==> config.mk <==
export PLATFORM = sky130hd
export DESIGN_NAME = fpu_seq
export DESIGN_NICKNAME = d
export VERILOG_FILES = /design/src/rtl/fpu_pkg.sv /design/src/rtl/fpu_req_fifo.sv /design/src/rtl/fpu_seq.sv
export SDC_FILE = /design/constraint.sdc
export NUM_CORES = 1
export LEC_CHECK = 0
export BUFFER_PORTS_ARGS = -buffer_cell sky130_fd_sc_hd__clkbuf_2
export CAP_MARGIN = 10
export CORE_ASPECT_RATIO = 1.2
export CORE_MARGIN = 2
export CORE_UTILIZATION = 45
export CTS_CLUSTER_DIAMETER = 150
export DETAILED_ROUTE_END_ITERATION = 7
export HOLD_SLACK_MARGIN = 0.06
export PLACE_DENSITY = 0.72
export RECOVER_POWER = 100
export SYNTH_ARGS = -nofsm -noshare
export SYNTH_HDL_FRONTEND = slang
export SYNTH_SLANG_ARGS = --single-unit
==> constraint.sdc <==
create_clock -name clk_i -period 7.3 [get_ports clk_i]
set_clock_uncertainty 0.1 [all_clocks]
set_input_delay 0.73 -clock clk_i [delete_from_list [all_inputs] [get_ports clk_i]]
set_output_delay 0.73 -clock clk_i [all_outputs]
set_load 0.01 [all_outputs]
==> src/rtl/fpu_pkg.sv <==
// Shared encodings and the flag helper for the FP request sequencer.
package fpu_pkg;

  localparam logic [2:0] OP_ADD = 3'd0;
  localparam logic [2:0] OP_SUB = 3'd1;
  localparam logic [2:0] OP_MUL = 3'd2;
  localparam logic [2:0] OP_DIV = 3'd3;

  localparam int FLG_INE       = 0;
  localparam int FLG_OVERFLOW  = 1;
  localparam int FLG_UNDERFLOW = 2;
  localparam int FLG_DIV_ZERO  = 3;
  localparam int FLG_INF       = 4;
  localparam int FLG_ZERO      = 5;
  localparam int FLG_QNAN      = 6;
  localparam int FLG_SNAN      = 7;
  localparam int FLG_ILLEGAL   = 8;

  localparam logic [31:0] QNAN_CANON = 32'h7FC00000;

  typedef enum logic [1:0] {S_IDLE, S_ISSUE, S_WAIT, S_RESP} state_t;

  // Signalling NaN: all-ones exponent, quiet bit clear, payload non-zero.
  function automatic logic is_snan(input logic [31:0] x);
    return (x[30:23] == 8'hFF) && !x[22] && (x[21:0] != 22'd0);
  endfunction

  function automatic logic [8:0] calc_flags(input logic [31:0] r,
                                            input logic [31:0] opa,
                                            input logic [31:0] opb,
                                            input logic [2:0]  op,
                                            input logic        ine_in);
    logic [8:0] f;
    logic       ine;
    ine                = (op == OP_MUL) ? 1'b0 : ine_in;
    f                  = '0;
    f[FLG_SNAN]        = is_snan(opa) || is_snan(opb);
    f[FLG_QNAN]        = (r[30:23] == 8'hFF) && r[22];
    f[FLG_ZERO]        = (r[30:0] == 31'd0);
    f[FLG_INF]         = (r[30:23] == 8'hFF) && (r[22:0] == 23'd0);
    f[FLG_DIV_ZERO]    = (op == OP_DIV) && (opb[30:0] == 31'd0);
    f[FLG_UNDERFLOW]   = (r[30:23] == 8'h00) && ine;
    f[FLG_OVERFLOW]    = (r[30:23] == 8'hFF) && ine;
    f[FLG_INE]         = ine;
    return f;
  endfunction

endpackage

==> src/rtl/fpu_req_fifo.sv <==
// Synchronous request FIFO; extra pointer bit distinguishes full from empty.
module fpu_req_fifo #(
  parameter int DEPTH = 4,
  parameter int W     = 8
) (
  input  logic         clk,
  input  logic         rst,
  input  logic         push,
  input  logic         pop,
  input  logic [W-1:0] wdata,
  output logic [W-1:0] rdata,
  output logic         full,
  output logic         empty
);

  localparam int AW = $clog2(DEPTH);

  logic [W-1:0] mem [DEPTH];
  logic [AW:0]  wptr;
  logic [AW:0]  rptr;
  logic         do_push;
  logic         do_pop;

  assign do_push = push && !full;
  assign do_pop  = pop && !empty;

  always_ff @(posedge clk or posedge rst) begin
    if (rst) begin
      wptr <= '0;
      rptr <= '0;
    end else begin
      if (do_push) wptr <= wptr + 1'b1;
      if (do_pop)  rptr <= rptr + 1'b1;
    end
  end

  always_ff @(posedge clk) begin
    if (do_push) mem[wptr[AW-1:0]] <= wdata;
  end

  assign rdata = mem[rptr[AW-1:0]];
  assign empty = (wptr == rptr);
  assign full  = (wptr[AW] != rptr[AW]) && (wptr[AW-1:0] == rptr[AW-1:0]);

endmodule

==> src/rtl/fpu_seq.sv <==
// Queues FP requests, issues them one at a time to an external core and
// returns result, tag and IEEE flags over a valid/ready response port.
module fpu_seq
  import fpu_pkg::*;
#(
  parameter int DEPTH   = 4,
  parameter int TAG_W   = 4,
  parameter int ADD_LAT = 4,
  parameter int MUL_LAT = 2,
  parameter int DIV_EN  = 0,
  parameter int DIV_LAT = 27
) (
  input  logic             clk_i,
  input  logic             rst_i,
  input  logic             req_valid_i,
  output logic             req_ready_o,
  input  logic [31:0]      req_opa_i,
  input  logic [31:0]      req_opb_i,
  input  logic [2:0]       req_op_i,
  input  logic [1:0]       req_rmode_i,
  input  logic [TAG_W-1:0] req_tag_i,
  output logic             core_start_o,
  output logic [31:0]      core_opa_o,
  output logic [31:0]      core_opb_o,
  output logic [2:0]       core_op_o,
  output logic [1:0]       core_rmode_o,
  input  logic [31:0]      core_result_i,
  input  logic             core_ine_i,
  output logic             rsp_valid_o,
  input  logic             rsp_ready_i,
  output logic [31:0]      rsp_result_o,
  output logic [TAG_W-1:0] rsp_tag_o,
  output logic [8:0]       rsp_flags_o,
  output logic             busy_o
);

  // Both sides use valid/ready: a transfer happens on a rising edge where
  // valid and ready are both high; valid holds its payload stable until then.

  localparam int LAT_AM  = (ADD_LAT > MUL_LAT) ? ADD_LAT : MUL_LAT;
  localparam int MAX_LAT = ((DIV_EN != 0) && (DIV_LAT > LAT_AM)) ? DIV_LAT : LAT_AM;
  localparam int CW      = $clog2(MAX_LAT) + 1;
  localparam int FW      = TAG_W + 69;

  state_t           state, state_nx;
  logic [FW-1:0]    wdata, rdata;
  logic             full, empty, push, pop;
  logic [31:0]      h_opa, h_opb;
  logic [2:0]       h_op;
  logic [1:0]       h_rmode;
  logic [TAG_W-1:0] h_tag;
  logic             h_legal;
  logic [CW-1:0]    cnt, lat_sel;
  logic             capture;

  assign wdata   = {req_opa_i, req_opb_i, req_op_i, req_rmode_i, req_tag_i};
  assign h_opa   = rdata[FW-1 -: 32];
  assign h_opb   = rdata[FW-33 -: 32];
  assign h_op    = rdata[TAG_W+4 -: 3];
  assign h_rmode = rdata[TAG_W+1 -: 2];
  assign h_tag   = rdata[TAG_W-1:0];
  assign h_legal = (h_op == OP_ADD) || (h_op == OP_SUB) || (h_op == OP_MUL) ||
                   ((h_op == OP_DIV) && (DIV_EN != 0));

  assign req_ready_o = !full;
  assign push        = req_valid_i && req_ready_o;

  fpu_req_fifo #(.DEPTH(DEPTH), .W(FW)) u_fifo (
    .clk   (clk_i),
    .rst   (rst_i),
    .push  (push),
    .pop   (pop),
    .wdata (wdata),
    .rdata (rdata),
    .full  (full),
    .empty (empty)
  );

  always_comb begin
    lat_sel = CW'(DIV_LAT);
    case (core_op_o)
      OP_ADD, OP_SUB: lat_sel = CW'(ADD_LAT);
      OP_MUL:         lat_sel = CW'(MUL_LAT);
      default:        lat_sel = CW'(DIV_LAT);
    endcase
  end

  always_ff @(posedge clk_i or posedge rst_i) begin
    if (rst_i) state <= S_IDLE;
    else       state <= state_nx;
  end

  always_comb begin
    state_nx = state;
    pop      = 1'b0;
    capture  = 1'b0;
    case (state)
      S_IDLE: begin
        if (!empty) begin
          pop      = 1'b1;
          state_nx = h_legal ? S_ISSUE : S_RESP;
        end
      end
      S_ISSUE: state_nx = S_WAIT;
      S_WAIT: begin
        if (cnt == lat_sel) begin
          capture  = 1'b1;
          state_nx = S_RESP;
        end
      end
      S_RESP: if (rsp_ready_i) state_nx = S_IDLE;
      default: state_nx = S_IDLE;
    endcase
  end

  assign core_start_o = (state == S_ISSUE);
  assign rsp_valid_o  = (state == S_RESP);
  assign busy_o       = (state != S_IDLE) || !empty;

  // core_* registers change only on pop, so they stay stable through capture.
  always_ff @(posedge clk_i or posedge rst_i) begin
    if (rst_i) begin
      core_opa_o   <= '0;
      core_opb_o   <= '0;
      core_op_o    <= '0;
      core_rmode_o <= '0;
      rsp_tag_o    <= '0;
      rsp_result_o <= '0;
      rsp_flags_o  <= '0;
      cnt          <= '0;
    end else begin
      if (pop) begin
        core_opa_o   <= h_opa;
        core_opb_o   <= h_opb;
        core_op_o    <= h_op;
        core_rmode_o <= h_rmode;
        rsp_tag_o    <= h_tag;
        if (!h_legal) begin
          rsp_result_o              <= QNAN_CANON;
          rsp_flags_o               <= '0;
          rsp_flags_o[FLG_ILLEGAL]  <= 1'b1;
        end
      end
      if (state == S_ISSUE) cnt <= CW'(1);
      else if ((state == S_WAIT) && !capture) cnt <= cnt + 1'b1;
      if (capture) begin
        rsp_result_o <= core_result_i;
        rsp_flags_o  <= calc_flags(core_result_i, core_opa_o, core_opb_o,
                                   core_op_o, core_ine_i);
      end
    end
  end

endmodule

-- Word level (Yosys, flattened, before mapping)
Memories as Yosys holds them, arrays and structs flattened.
Index checks and enable logic that the tools add are counted.
- add/subtract/negate cells: 3
- equal/unequal tests: 19
- mux-type cells: 21
- reduce and logical (&&, ||, !) cells: 38
- operator list (kind ; number):
    2-to-1 mux 32 bit ; 3
    logical NOT 31 bit ; 2
    nonzero test 22 bit ; 2
    2-to-1 mux 9 bit ; 3
    equality test 8 bit (second input constant) ; 3
    logical NOT 23 bit ; 1
    logical AND 1 bit ; 14
    adder 3 x 1 -> 3 bit (second input constant) ; 3
    equality test 3 x 2 -> 1 bit (second input constant) ; 3
    logical NOT 8 bit ; 1
    2-to-1 mux 2 bit ; 4
    case mux 2 bit (4 select lines) ; 1
    2-to-1 mux 1 bit ; 7
    equality test 3 x 1 -> 1 bit (second input constant) ; 2
    equality test 3 bit ; 2
    logical NOT 3 bit ; 2
    2-to-1 mux 3 bit ; 2
    case mux 3 bit (2 select lines) ; 1
    nonzero test 2 bit ; 3
    logical NOT 1 bit ; 5
    equality test 2 bit (second input constant) ; 2
    logical OR 1 bit ; 4
    inequality test 2 x 1 -> 1 bit (second input constant) ; 2
    inequality test 2 bit (second input constant) ; 2
    7 further kinds ; 7
- register bits: 125
- memory bits (writable): 292
- bits of input ports: 110
- output and inout port bits: 118
- word-level logic and storage cells: 93
- memories: 1
- memories (memory ; words ; bits a word ; rd ports ; clocked after Yosys merged registers in ; wr ports ; line ; RTL):
    u_fifo.mem ; 4 ; 73 ; 1 ; 0 ; 1 ; fpu_req_fifo.sv:18 ; logic [W-1:0] mem [DEPTH];

-- Depth between registers and ports, before layout
- depth after elaboration: 10
- gate-level depth with buffers: 7
- depth with buffers taken out: 7

-- Hierarchy
From an unflattened synthesis, not the netlist that was laid out.
- cell total of the unflattened synthesis: 936
- area total of the unflattened synthesis: 16022.9 um^2
- by module, submodules not included (module ; instances ; cells each ; area each (um^2) ; seq. area each (um^2)):
    fpu_req_fifo ; 1 ; 432 ; 11080.6 ; 8918.6
    fpu_seq ; 1 ; 504 ; 4942.2 ; 2977.9

-- Least setup slack after synthesis
No wires, ideal clock.
- kind: reg2reg
- start point: reg u_fifo.rptr[0]
- end point: mem u_fifo.mem[3][0] (netlist bit), enable pin
- setup time: 0.441 ns
- arrival time: 2.894 ns
- data required time: 6.759 ns
- path slack: 3.865 ns
- cell stages (with the launch flop): 6
- path buffers: 1
- period minus slack after synthesis: 3.435 ns
- cell sequence: dfrtp_1 buf_2 xor2_1 nor2_1 nand2_1 and3_1
- cells in the longest elaborated chain, start to end: 7
- ends and longest elaborated chain (item ; line ; RTL):
    from (decl) ; fpu_req_fifo.sv:20 ; logic [AW:0] rptr;
    from (signal assigned) ; fpu_req_fifo.sv:33 ; if (do_pop) rptr <= rptr + 1'b1;
    equality test 2 bit (*) ; fpu_req_fifo.sv:43 ; assign full = (wptr[AW] != rptr[AW]) && (wptr[AW-1:0] == rptr[AW-1:0]);
    logical AND 1 bit (*) ; fpu_req_fifo.sv:43 ;
    logical NOT 1 bit (*) ; fpu_seq.sv:65 ; assign req_ready_o = !full;
    via req_ready_o ; fpu_seq.sv:16 ; output logic req_ready_o,
    logical AND 1 bit ; fpu_seq.sv:66 ; assign push = req_valid_i && req_ready_o;
    logical AND 1 bit (*) ; fpu_req_fifo.sv:24 ; assign do_push = push && !full;
    2-to-1 mux 1 bit (*) ; fpu_req_fifo.sv:38 ; if (do_push) mem[wptr[AW-1:0]] <= wdata;
    2-to-1 mux 1 bit (implied by the code) (*) ; fpu_req_fifo.sv:38 ;
    to (decl) ; fpu_req_fifo.sv:18 ;
Mark *: on every way through the listed nets, which the timed path passes. The rest lies on a longest branch.

-- Worst setup path in the final report
- start point: reg u_fifo.rptr[0]
- end point: reg rsp_flags_o[7]
- cells in the longest elaborated chain, start to end: 6
- elaborated cells on any way between the ends: 12
- classes of those cells: 4 x eq/ne; 2 x mux; 5 x reduce/logical; 1 x memory
- ends and longest elaborated chain (item ; line ; RTL):
    memory read (4 x 73 bit) ; -- ;
    equality test 3 x 1 -> 1 bit or logical NOT 3 bit (tied branches) ; fpu_seq.sv:62 ; assign h_legal = (h_op == OP_ADD) || (h_op == OP_SUB) || (h_op == OP_MUL) ||
    logical OR 1 bit (2 in a row) ; fpu_seq.sv:62 ;
    inequality test 2 x 1 -> 1 bit (no line) ; -- ;
    AND reduction 2 bit (no line) (*) ; -- ;
    to (signal assigned) ; fpu_seq.sv:148 ; rsp_flags_o <= calc_flags(core_result_i, core_opa_o, core_opb_o,
    to (decl) ; fpu_seq.sv:33 ; output logic [8:0] rsp_flags_o,
Every way passes the cells marked *; elsewhere a longest branch is shown, timed or not.
A chain may end at the register's enable or synchronous reset.

==> flow_summary.json <==
{
  "antenna_left": 0,
  "drcViolationCount": 0,
  "top_layer_used": "met5",
  "hold_buffers": 0,
  "cts_sinks": 417,
  "dieArea_mm2": 0.0363,
  "wire_per_inst_um": 22.1,
  "cpMaxStageDelayCell": "dfrtp_1",
  "ctsResizeCount": 0,
  "dp_hpwl_um": 20400,
  "post-cts-setup-buffers": 0,
  "cts_root_buffer": "clkbuf_16",
  "drv_cap": 4,
  "drtIter0Drc": 368,
  "synth_mux_area_share_pct": 16.0,
  "setup.worst_path.class": "reg2reg",
  "port_buffers": 227,
  "violations": "capacitance limit, slew limit",
  "crit_family": "flip-flops",
  "rsz0062_at_grt": "no",
  "drt_wl_total_um": 32700,
  "synth-xor-area-share_pct": 0.503,
  "whs_ps": 335,
  "final_layout_size_suffix_gt1_share_pct": 25.4,
  "area_growth_pct": 17.7,
  "arrival_ps": 5180,
  "synth_compound_area_share_pct": 2.87,
  "syn_area_mm2": 0.0157,
  "layout.nets": 1114,
  "path_clk_slew_ps": 60,
  "cp_cell_sequence": "mux4_2, a21oi_1, nor2_1, nor2_1, a22o_1",
  "synth_fa_ha_area_share_pct": 0.878,
  "pre_cts_slack_ps": 4000,
  "peakVddDrop_mv": 0.257,
  "grt_pass1_wl_um": 49500,
  "initial_core_util_pct": 45.9,
  "grt_max_degree": 78,
  "first_pass_iters": 5,
  "grt_usage_pct": 18.0,
  "power_density_mw_per_mm2": 445,
  "route.met3.wl_um": 1990,
  "synth_most_common_cell": "edfxtp_1",
  "synthTopCellsByCount": "292 x edfxtp_1, 125 x dfrtp_1, 75 x mux2_2",
  "tns_ps": 0,
  "yosys.cell_types.count": 43,
  "ys_warn_count": 0,
  "gp_congestion": 0.825,
  "end_kind": "flop",
  "wl_met2_um": 17000,
  "synth-main-ff-cell": "edfxtp_1",
  "worst_pin_slew_ps": 3770,
  "p_leak_nw": 6.43,
  "hp-class": "in2reg",
  "fmax_ghz": 0.207,
  "ys_ff_latch": 417,
  "syn_inst": 744,
  "fin_crit_sh_pct": 66.0,
  "maxSlewHeadroom_pct": -152,
  "htree_levels": 2,
  "yosysTopAreaCellShare_pct": 56.0,
  "wl_met1_um": 13000,
  "core_mm2": 0.0342,
  "required_ps": 7660,
  "viasPerCell": 5.38,
  "synth_edf_count": 292,
  "synth_top_area_cell": "edfxtp_1",
  "via_count": 7989,
  "grt-ovfl-total": 0,
  "fin_crit_ps": 4820,
  "crit_path_max_incr_delay_ps": 1740,
  "boundaryPins": 228,
  "avgSynthCellArea_um2": 21.1,
  "tritoncts": "yes",
  "grt_pass1_vias": 8356,
  "setup_viol": 0,
  "synth_nets": 865,
  "cp_common_cell": "nor2_1",
  "seq_area_frac_synth_pct": 75.9,
  "finalMaxSlewViolations": 188,
  "die_w_um": 174,
  "clk_latency_ps": 540,
  "fin_ws_ps": 2480,
  "yosys-top-cells-area": "edfxtp_1 56%, dfrtp_1 20%, mux4_2 10%",
  "die_y_um": 208,
  "synth_top_family_by_area": "multiplexers",
  "async_flop_share_pct": 30.0,
  "antenna_found_initial": 2,
  "clock_path_buffers": 3,
  "start_kind": "flop",
  "yosys.area_share.simple_pct": 2.55,
  "n_fill_cell": 2742,
  "path_buf_inv": 0,
  "hold_viol": 0,
  "crit_fanout": 33,
  "status": "complete, but fails checks",
  "num_rows": 74,
  "cts_buffers": 42
}
==> layout by cell type (no fill, tap or decap), types with 2 or more instances in the layout <==
cell,instances
buf_4,8
o2bb2ai_2,2
ha_1,11
clkbuf_1,205
nor4_1,19
clkinv_1,5
o22a_1,9
mux2i_1,2
bufinv_16,3
o21ai_0,4
nor2_1,11
nand4_1,10
clkinv_2,5
nor3b_1,3
nand2_1,4
a22o_1,24
inv_1,9
xor2_1,5
and3_1,2
mux2_2,75
and3_4,2
nor4b_1,2
o22ai_1,2
or3b_1,2
dfrtp_1,124
clkbuf_16,45
xnor2_1,4
o2bb2ai_1,3
edfxtp_1,292
or4_1,3
a21oi_1,2
mux4_2,73
clkbuf_8,6
clkbuf_2,36
==> registers in the layout, summed over array words and instances, names as in the netlist, 4 cells and up <==
name / count
rsp_flags_o: 9
rsp_result_o: 32
core_opa_o: 32
u_fifo.mem: 292
rsp_tag_o: 4
core_opb_o: 32
==> worst reg2reg max path, stage by stage, from the launching register on <==
cell and delay, ps:
dfrtp_1 1740, mux4_2 710, a21oi_1 290, nor2_1 100, nor2_1 1490, a22o_1 320
==> path summary, 6_finish.rpt <==
| path | startpoint | endpoint | slack [ps] | cells past startpoint |
|---|---|---|---|---|
| setup reg to reg | u_fifo.rptr[0] | rsp_flags_o[7] | 2480 | 5 |
| hold / removal | core_result_i[31] | rsp_result_o[31] | 340 | 2 |
| min in group asynchronous | rst_i | rsp_result_o[21] | 1190 | 2 |
| setup / recovery | u_fifo.rptr[0] | rsp_flags_o[7] | 2480 | 5 |
| max in group asynchronous | rst_i | u_fifo.rptr[1] | 3880 | 3 |
| hold reg to reg | rsp_result_o[27] | rsp_result_o[27] | 390 | 1 |
==> kinds of logic after synthesis <==
kind of cell | after synthesis
adders and majority gates | 11
xor gates and xnor gates | 9
AOI/OAI and AO/OA | 51
muxes | 150
DFF | 417
buffers and inverters | 41
and+or+nand+nor | 65
==> power by group <==
group	internal (mW)	leakage (nW)	switching (mW)
Sequential	3.30	4.18	0.453
Clock	1.29	0.687	0.848
Combinational	1.10	1.56	1.20
Total	5.70	6.43	2.50
==> cell type report <==
cell class / count / area [µm²] / area share, %
Sequential cell: 417 / 11900 / 64.5
Clock buffer: 64 / 1260 / 6.82
Tap cell: 456 / 571 / 3.09
Inverter: 10 / 38.8 / 0.210
Timing Repair Buffer: 236 / 961 / 5.21
Clock inverter: 14 / 143 / 0.774
Antenna cell: 1 / 2.50 / 0.0136
Multi-Input combinational cell: 286 / 3560 / 19.3
==> through the flow <==
| step | power (mW) | cells | util [%] | area [µm²] |
|---|---|---|---|---|
| 6_report | 8.20 | 1484 | 54.0 | 18400 |
| 5_1_grt | 8.64 | 1483 | 54.0 | 18400 |
| 4_1_cts | 8.42 | 1483 | 54.8 | 18700 |
| 3_5_place_dp | 6.26 | 1405 | 50.7 | 17300 |
| 3_3_place_gp | 6.18 | 1405 | 50.7 | 17300 |
| 2_1_floorplan | 5.37 | 744 | - | 15700 |
==> metal layers <==
layer | vias up | GRT usage [%]
met5 | - | 0
met4 | 2 | 5.71
met3 | 50 | 4.28
met2 | 232 | 31.6
met1 | 4169 | 21.9
li1 | 3536 | -
No activity file was read; power rests on OpenSTA's default activity.
